[src/rtl/alu_share_arbiter.sv]
// ----------------------------------------------------------------------------
// alu_share_arbiter
//
// Shares one combinational ALU between NREQ requesters (for example the
// execute stage and the branch/address-gen unit). Each requester offers an
// op over a valid/ready handshake. A round-robin grant picks one op and
// latches it. The latched op is driven to the ALU for exactly one cycle (EXEC).
// The ALU result is then captured into a response register, together with the
// requester index and the requester's opaque tag.
//
// Ports:
//   clk, rst_n                 clock (rising edge), async active-low reset
//   req_valid / req_ready      per-requester handshake; req_ready is one-hot
//   req_in0, req_in1           per-requester operands, 32 bits each, packed by index
//   req_func3, req_sub         per-requester ALU function select
//   req_tag                    per-requester opaque tag, TAG_W bits each
//   alu_in0/in1/func3/sub/en   drive the shared ALU
//   alu_out                    ALU result, combinational in the same cycle
//   rsp_valid / rsp_ready      response handshake
//   rsp_data, rsp_id, rsp_tag  result, issuing requester index, op tag
// ----------------------------------------------------------------------------
module alu_share_arbiter #(
    parameter int NREQ  = 2,
    parameter int TAG_W = 4,
    parameter int ID_W  = 1
) (
    input  logic                    clk,
    input  logic                    rst_n,
    input  logic [NREQ-1:0]         req_valid,
    output logic [NREQ-1:0]         req_ready,
    input  logic [NREQ*32-1:0]      req_in0,
    input  logic [NREQ*32-1:0]      req_in1,
    input  logic [NREQ*3-1:0]       req_func3,
    input  logic [NREQ-1:0]         req_sub,
    input  logic [NREQ*TAG_W-1:0]   req_tag,
    output logic [31:0]             alu_in0,
    output logic [31:0]             alu_in1,
    output logic [2:0]              alu_func3,
    output logic                    alu_sub,
    output logic                    alu_en,
    input  logic [31:0]             alu_out,
    output logic                    rsp_valid,
    input  logic                    rsp_ready,
    output logic [31:0]             rsp_data,
    output logic [ID_W-1:0]         rsp_id,
    output logic [TAG_W-1:0]        rsp_tag
);

    typedef enum logic [1:0] {
        IDLE = 2'd0,
        EXEC = 2'd1,
        RESP = 2'd2
    } state_t;

    state_t state_q, state_d;

    // Round-robin pointer. It holds the index that has top priority in the
    // next search. That index is one past the last winner. A reset value of 0
    // therefore gives requester 0 top priority after reset.
    logic [ID_W-1:0]  ptr_q;
    logic [ID_W-1:0]  ptr_d;

    // Latched op, driven to the ALU.
    logic [31:0]      op_in0_q;
    logic [31:0]      op_in1_q;
    logic [2:0]       op_func3_q;
    logic             op_sub_q;
    logic [TAG_W-1:0] op_tag_q;
    logic [ID_W-1:0]  op_id_q;

    // Grant search results and the fields of the winning requester.
    logic             accept_window;
    logic             grant_found;
    logic [ID_W-1:0]  grant_idx;
    logic [ID_W-1:0]  scan_idx;
    logic [31:0]      sel_in0;
    logic [31:0]      sel_in1;
    logic [2:0]       sel_func3;
    logic             sel_sub;
    logic [TAG_W-1:0] sel_tag;

    // Accept window: IDLE, or RESP while the consumer takes the current
    // response. The second case allows back-to-back ops, one every two cycles.
    // The search starts at ptr_q and wraps modulo NREQ. NREQ need not be a
    // power of two, so the wrap uses an explicit modulo.
    always_comb begin
        accept_window = (state_q == IDLE) || ((state_q == RESP) && rsp_ready);
        grant_found   = 1'b0;
        grant_idx     = '0;
        scan_idx      = '0;
        if (accept_window) begin
            for (int k = 0; k < NREQ; k++) begin
                scan_idx = ID_W'((int'(ptr_q) + k) % NREQ);
                if (!grant_found && req_valid[scan_idx]) begin
                    grant_found = 1'b1;
                    grant_idx   = scan_idx;
                end
            end
        end
    end

    // One-hot ready and a mux of the winner's fields.
    always_comb begin
        req_ready = '0;
        sel_in0   = '0;
        sel_in1   = '0;
        sel_func3 = '0;
        sel_sub   = 1'b0;
        sel_tag   = '0;
        for (int i = 0; i < NREQ; i++) begin
            if (grant_found && (grant_idx == ID_W'(i))) begin
                req_ready[i] = 1'b1;
            end
            if (grant_idx == ID_W'(i)) begin
                sel_in0   = req_in0[i*32 +: 32];
                sel_in1   = req_in1[i*32 +: 32];
                sel_func3 = req_func3[i*3 +: 3];
                sel_sub   = req_sub[i];
                sel_tag   = req_tag[i*TAG_W +: TAG_W];
            end
        end
        ptr_d = ID_W'((int'(grant_idx) + 1) % NREQ);
    end

    // Next-state logic. EXEC always lasts exactly one cycle.
    always_comb begin
        state_d = state_q;
        unique case (state_q)
            IDLE: begin
                if (grant_found) begin
                    state_d = EXEC;
                end
            end
            EXEC: begin
                state_d = RESP;
            end
            RESP: begin
                if (rsp_ready) begin
                    state_d = grant_found ? EXEC : IDLE;
                end
            end
            default: begin
                state_d = IDLE;
            end
        endcase
    end

    always_ff @(posedge clk or negedge rst_n) begin
        if (!rst_n) begin
            state_q <= IDLE;
        end else begin
            state_q <= state_d;
        end
    end

    // Op latch and pointer. Both update only on an accepted grant. A requester
    // that drops valid before it is granted leaves them untouched.
    always_ff @(posedge clk or negedge rst_n) begin
        if (!rst_n) begin
            ptr_q      <= '0;
            op_in0_q   <= '0;
            op_in1_q   <= '0;
            op_func3_q <= '0;
            op_sub_q   <= 1'b0;
            op_tag_q   <= '0;
            op_id_q    <= '0;
        end else if (grant_found) begin
            ptr_q      <= ptr_d;
            op_in0_q   <= sel_in0;
            op_in1_q   <= sel_in1;
            op_func3_q <= sel_func3;
            op_sub_q   <= sel_sub;
            op_tag_q   <= sel_tag;
            op_id_q    <= grant_idx;
        end
    end

    // Response register. It captures the ALU result at the end of EXEC. It
    // holds its contents until the consumer takes them in RESP.
    always_ff @(posedge clk or negedge rst_n) begin
        if (!rst_n) begin
            rsp_valid <= 1'b0;
            rsp_data  <= '0;
            rsp_id    <= '0;
            rsp_tag   <= '0;
        end else if (state_q == EXEC) begin
            rsp_valid <= 1'b1;
            rsp_data  <= alu_out;
            rsp_id    <= op_id_q;
            rsp_tag   <= op_tag_q;
        end else if ((state_q == RESP) && rsp_ready) begin
            rsp_valid <= 1'b0;
        end
    end

    // The ALU sees the latched op in every state. Only EXEC enables it.
    assign alu_in0   = op_in0_q;
    assign alu_in1   = op_in1_q;
    assign alu_func3 = op_func3_q;
    assign alu_sub   = op_sub_q;
    assign alu_en    = (state_q == EXEC);

endmodule

[config.mk]
export PLATFORM = sky130hd
export DESIGN_NAME = alu_share_arbiter
export DESIGN_NICKNAME = d
export VERILOG_FILES = /design/src/rtl/alu_share_arbiter.sv
export SDC_FILE = /design/constraint.sdc
export NUM_CORES = 1
export LEC_CHECK = 0
export ABC_AREA = 0
export ABC_CLOCK_PERIOD_IN_PS = 2560
export BUFFER_PORTS_ARGS = -buffer_cell sky130_fd_sc_hd__buf_2
export CAP_MARGIN = 20
export CORE_MARGIN = 2
export CORE_UTILIZATION = 40
export CTS_BUF_LIST = sky130_fd_sc_hd__clkbuf_16
export DETAILED_ROUTE_END_ITERATION = 8
export PLACE_DENSITY = 0.82
export RECOVER_POWER = 100
export SYNTH_ARGS = -nofsm -noshare
export SYNTH_HDL_FRONTEND = slang
export SYNTH_SLANG_ARGS = --single-unit
[constraint.sdc]
create_clock -name clk -period 2.56 [get_ports clk]
set_clock_uncertainty 0.2 [all_clocks]
set_input_delay 0.64 -clock clk [delete_from_list [all_inputs] [get_ports clk]]
set_output_delay 0.64 -clock clk [all_outputs]
set_load 0.1 [all_outputs]
==> results of run 1 <==
==> cell families after synthesis <==
kind of cell	synth area share [%]
AND/OR/NAND/NOR	0.976
multiplexers	8.34
buffers and inverters	5.63
flip-flops	57.1
AO/OA/AOI/OAI	28.0
==> what timing repair did <==
| item | CTS | global route |
|---|---|---|
| pin swaps | 0 | 1 |
| gates cloned | 0 | 0 |
| endpoints found under the setup margin | 1 | 1 |
| hold endpoints to repair | 20 | 0 |
| gates resized for setup | 1 | 1 |
| setup buffers | 0 | 3 |
| hold buffers | 1 | 0 |
==> per-stage QoR <==
stage               cells  hold slack [ps]
floorplan             355              144
global placement      780              263
detailed placement    780              273
CTS                   812              240
global route          815              241
finish                815              260
==> layout by cell type (no fill, tap or decap), types with 2 or more instances in the layout <==
master,count
a21o_1,3
a21oi_1,2
a221o_1,72
buf_12,3
buf_2,179
buf_4,8
bufinv_16,3
clkbuf_16,17
clkbuf_2,108
clkbuf_4,4
clkinv_1,2
clkinv_2,6
dfrtp_1,112
inv_1,4
mux2_1,9
mux2_2,28
nor2_4,2
o31a_1,72
==> cell type report <==
| cell class | instances | area share (%) |
|---|---|---|
| clock inverter | 14 | 2.06 |
| clock buffer | 17 | 5.94 |
| tap | 168 | 2.93 |
| timing repair buffer | 304 | 22.4 |
| inverter | 4 | 0.210 |
| sequential | 114 | 39.9 |
| multi-input combinational | 194 | 26.5 |
==> per-layer routing <==
metal | wire [um] | GRT usage, % | vias to the layer above
li1 | - | - | 2011
met3 | 1090 | 5.44 | 37
met1 | 5640 | 24.6 | 2202
met2 | 7460 | 36.6 | 234
met5 | 0 | 0 | -
met4 | 426 | 11.9 | 0
==> cell usage after synthesis, drive strengths merged <==
cell and count:
mux2 37, and2b 1, nor2b 1, nand2 1, clkbuf 14, dfrtp 114, a221o 72, inv 4
nor4b 1, buf 29, a21oi 2, o31a 72, a2111oi 1, a21o 3, nor2 2, or3 1
==> worst register-to-register path, stage by stage (launching register included) <==
cell and delay (ps):
dfrtp_2 440, and2b_4 210, a2111oi_4 370, clkbuf_4 210, buf_4 590, a221o_1 370
==> registers in the layout, summed over array words and instances, names as in the netlist, 2 cells and up <==
name / count
alu_in0: 32
alu_in1: 32
rsp_data: 32
op_tag_q: 4
rsp_tag: 4
alu_func3: 3
state_q: 2
==> path summary, 6_finish.rpt <==
path	from	to	slack, ps	depth (start not counted)
setup / recovery	state_q[1]	req_ready[1]	70	3
hold / removal	alu_out[13]	rsp_data[13]	260	2
setup reg to reg	state_q[1]	alu_in1[1]	120	5
hold reg to reg	rsp_data[17]	rsp_data[17]	290	1
max in group asynchronous	rst_n	alu_in0[21]	460	3
min in group asynchronous	rst_n	alu_in1[15]	510	2
==> results.yml, run 1 <==
run:
  drv_cap: 0
drt:
  drc: 0
  postRouteWirelength_um: 14600
  postRouteAntennaNets: 0
  num_vias: 4484
  firstDrtPassIters: 4
  drt_iter0_drc: 252
  routedWlPerCell_um: 17.9
  drt-vias-per-instance: 5.50
yosys:
  syn_inst: 355
  synth_area_leaders: "dfrtp_1 (57%), a221o_1 (14%), o31a_1 (13%)"
  synth.largest_area_cell: "dfrtp_1"
  ys_seq_area_share_pct: 57.1
  synth_top_area_share_pct: 57.1
  syn_nets: 536
  ys_types: 20
  syn_area_per_cell_sq_um: 14.1
  synth_seq_cells: 114
  yosysWarnings: 0
  netlist_area_sq_mm: 0.00500
clocking:
  cts_buffer_depth: 2
  cts_tree: "built"
  cts_buffers: 17
  cts_sinks: 114
  cts_root_buf: "clkbuf_16"
  clk_pin_slew_ps: 50
  clk_latency_ps: 400
  h-tree-depth: 4
sta:
  finalSetupViolCount: 0
  min_period_ps: 2490
  finalHoldViolations: 0
  relSlewSlack_pct: 42.2
  worst_pin_slew_ps: 867
  slew_violations: 0
  fin_setup_tns_ps: 0
  worst_slack_ps: 68.7
  timing.final.crit_share_pct: 97.3
  rsz0062_at_grt: "no"
  fmax_mhz: 401
grt:
  grt_pass1_vias: 4552
  grt_start_max_net_pins: 74
  overflow: 0
  grt_antenna_before_repair: 0
  grt_pass1_wl_um: 22300
  grtUsageTotal_pct: 21.4
worst_setup_path:
  required_ps: 1720
  worstPathArrival_ps: 1650
  cp_cell_sequence: "and2b_4, nor4b_4, buf_4"
  endpoint_kind: "output port"
  slowest_delay_ps: 440
  crit_family: "simple AND/OR/NAND/NOR gates"
  start_kind: "flop"
  cpMaxStageDelayCell: "dfrtp_2"
  path_class: "flop to output port"
  path_buf_inv: 1
  critPathMaxFanout: 4
place:
  dp_hpwl_um: 10300
  portBuffers: 289
  gp_congestion: 0.817
  place_ws_ps: 166
  placedInstanceArea_sq_mm: 0.00663
cells_and_area:
  drive_gt1_share_pct: 56.7
  fillers: 998
  fin_area_sq_mm: 0.00716
  final_util_pct: 59.2
  multi_input_area_sq_mm: 0.00190
  final_nets: 816
  seqCellArea_sq_mm: 0.00286
  n_antenna_cell: 0
  areaGrowthSynthToFinish_pct: 43.3
floorplan:
  rows: 40
  die_h_um: 116
  die_area_sq_mm: 0.0134
  core_area_sq_mm: 0.0121
  io_pins: 290
  die_width_um: 116
  start_util_pct: 41.3
status:
  status: "finished, final reports clean"
hold_path:
  hp-class: "primary input to flop"
Power of run 1 is not shown: default switching activity piles up to over one toggle a cycle in this logic, so the estimate is an artifact.
==> inputs of run 2 (changes only) <==
--- a/config.mk
+++ b/config.mk
@@ -6,14 +6,14 @@
 export NUM_CORES = 1
 export LEC_CHECK = 0
 export ABC_AREA = 0
-export ABC_CLOCK_PERIOD_IN_PS = 2560
+export ABC_CLOCK_PERIOD_IN_PS = 2200
 export BUFFER_PORTS_ARGS = -buffer_cell sky130_fd_sc_hd__buf_2
 export CAP_MARGIN = 20
 export CORE_MARGIN = 2
 export CORE_UTILIZATION = 40
 export CTS_BUF_LIST = sky130_fd_sc_hd__clkbuf_16
 export DETAILED_ROUTE_END_ITERATION = 8
-export PLACE_DENSITY = 0.82
+export PLACE_DENSITY = 0.85
 export RECOVER_POWER = 100
 export SYNTH_ARGS = -nofsm -noshare
 export SYNTH_HDL_FRONTEND = slang
==> constraint.sdc (replaced) <==
create_clock -name clk -period 2.2 [get_ports clk]
set_clock_uncertainty 0.2 [all_clocks]
set_input_delay 0.55 -clock clk [delete_from_list [all_inputs] [get_ports clk]]
set_output_delay 0.55 -clock clk [all_outputs]
set_load 0.1 [all_outputs]
==> run 2 against run 1 <==
The flow now finishes with violations (negative setup slack). Routed wire length rose by 2.2%. Flip-flop and latch count did not move. First-iteration DRC count rose by 37%. Critical path depth rose by 1. Non-clock buffer count rose by 8. Register-to-register slack got worse by 90 ps. Global-route usage rose by 0.23 points. Setup slack got worse by 110 ps. Cell count rose by 0.86%. Core utilization rose by 0.35 points.
==> results.yml, run 2 (synthesis results as in run 1) <==
drt:
  postRouteAntennaNets: 0
  num_vias: 4570
  postRouteWirelength_um: 14900
  drt_iter0_drc: 346
  drt-vias-per-instance: 5.56
  firstDrtPassIters: 4
  drc: 0
  routedWlPerCell_um: 18.2
worst_setup_path:
  worstPathArrival_ps: 1490
  path_depth: 4
  endpoint_kind: "output port"
  required_ps: 1450
  cpMaxStageDelayCell: "dfrtp_2"
  path_buf_inv: 3
  slowest_delay_ps: 450
  start_kind: "flop"
  cp_cell_sequence: "buf_4, inv_2, nor2_1, buf_12"
  reg2reg_depth: 5
  path_class: "flop to output port"
  critPathMaxFanout: 5
  crit_family: "flip-flops"
sta:
  slew_violations: 0
  fmax_mhz: 446
  finalHoldViolations: 0
  worst_slack_ps: -44.3
  relSlewSlack_pct: 57.1
  rsz0062_at_grt: "yes"
  timing.final.crit_share_pct: 102
  finalSetupViolCount: 3
  worst_pin_slew_ps: 644
  min_period_ps: 2240
cells_and_area:
  final_nets: 824
  final_common_cell: "buf_2"
  layout_common_cells: "buf_2 (179), dfrtp_1 (112), clkbuf_2 (109)"
  areaGrowthSynthToFinish_pct: 44.2
  n_antenna_cell: 0
  fillers: 989
  drive_gt1_share_pct: 56.1
  final_util_pct: 59.5
status:
  status: "finished with violations"
  violations: "negative setup slack"
floorplan:
  die_h_um: 116
  die_area_sq_mm: 0.0134
  rows: 40
  io_pins: 290
  die_width_um: 116
  core_area_sq_mm: 0.0121
  start_util_pct: 41.3
grt:
  grt_pass1_wl_um: 22500
  overflow: 0
  grt_start_max_net_pins: 60
  grtUsageTotal_pct: 21.7
  grt_antenna_before_repair: 0
  grt_pass1_vias: 4579
clocking:
  clk_latency_ps: 390
  h-tree-depth: 4
  clk_pin_slew_ps: 50
  cts_tree: "built"
  cts_buffer_depth: 2
  cts_sinks: 114
  cts_buffers: 17
  cts_root_buf: "clkbuf_16"
place:
  portBuffers: 289
  place_ws_ps: 36.3
  gp_congestion: 0.780
  dp_hpwl_um: 10700
hold_path:
  hp-class: "primary input to flop"
  holdPathStages: 2
run:
  drv_cap: 0
run 2: cell types whose count changed in the layout (fill, tap and decap cells not counted), sizes merged:
cell	delta
buf	+7
bufinv	-1
clkinv	-3
clkbuf	+1
inv	+3
run 2: final timing paths:
kind                                      to        start  slack (ps)
worst max register to register   rsp_data[5]   state_q[0]          30
min in group asynchronous       rsp_data[26]        rst_n         530
worst max-delay path                  alu_en   state_q[0]         -40
worst min-delay path            rsp_data[13]  alu_out[13]         170
worst min register to register       op_id_q      op_id_q         280
max in group asynchronous              ptr_q        rst_n         180
run 2: worst register-to-register path, stage by stage, from the launching register on:
cell	delay [ps]
dfrtp_2	450
buf_4	140
inv_2	30
nor2_1	250
clkbuf_4	540
mux2_2	430
run 2: metrics by stage:
stage,TNS [ps],area [sq um],hold WS (ps),instances
global placement,0,6670,262,784
floorplan,0,5000,54.4,355
finish,-91.3,7210,170,822
CTS,-95.3,7270,149,822
detailed placement,0,6670,270,784
global route,-2370,7210,152,822
run 2: area by class of cell:
| class | count | area (sq um) | share of cell area (%) |
|---|---|---|---|
| sequential | 114 | 2860 | 39.6 |
| multi-input combinational | 194 | 1900 | 26.3 |
| timing repair buffer | 312 | 1700 | 23.6 |
| clock buffer | 17 | 425 | 5.90 |
| tap | 168 | 210 | 2.92 |
| clock inverter | 13 | 106 | 1.48 |
| inverter | 4 | 15.0 | 0.208 |
run 2: metal layers:
layer	vias up	global-route usage [%]	wire length [um]
li1	2035	-	-
met5	-	0	0
met1	2280	24.9	5750
met3	21	6.01	1150
met4	0	8.73	261
met2	234	38.2	7780
run 2: repair_timing:
item / in CTS / in global routing
hold endpoints to repair: 25 / 0
setup endpoints to repair: 2 / 2
buffers inserted: 7 / 0
hold buffers: 1 / 0
pin swaps: 1 / 0
gates resized for setup: 2 / 0
gates cloned: 0 / 0
Power of run 2 is left out for the same reason.
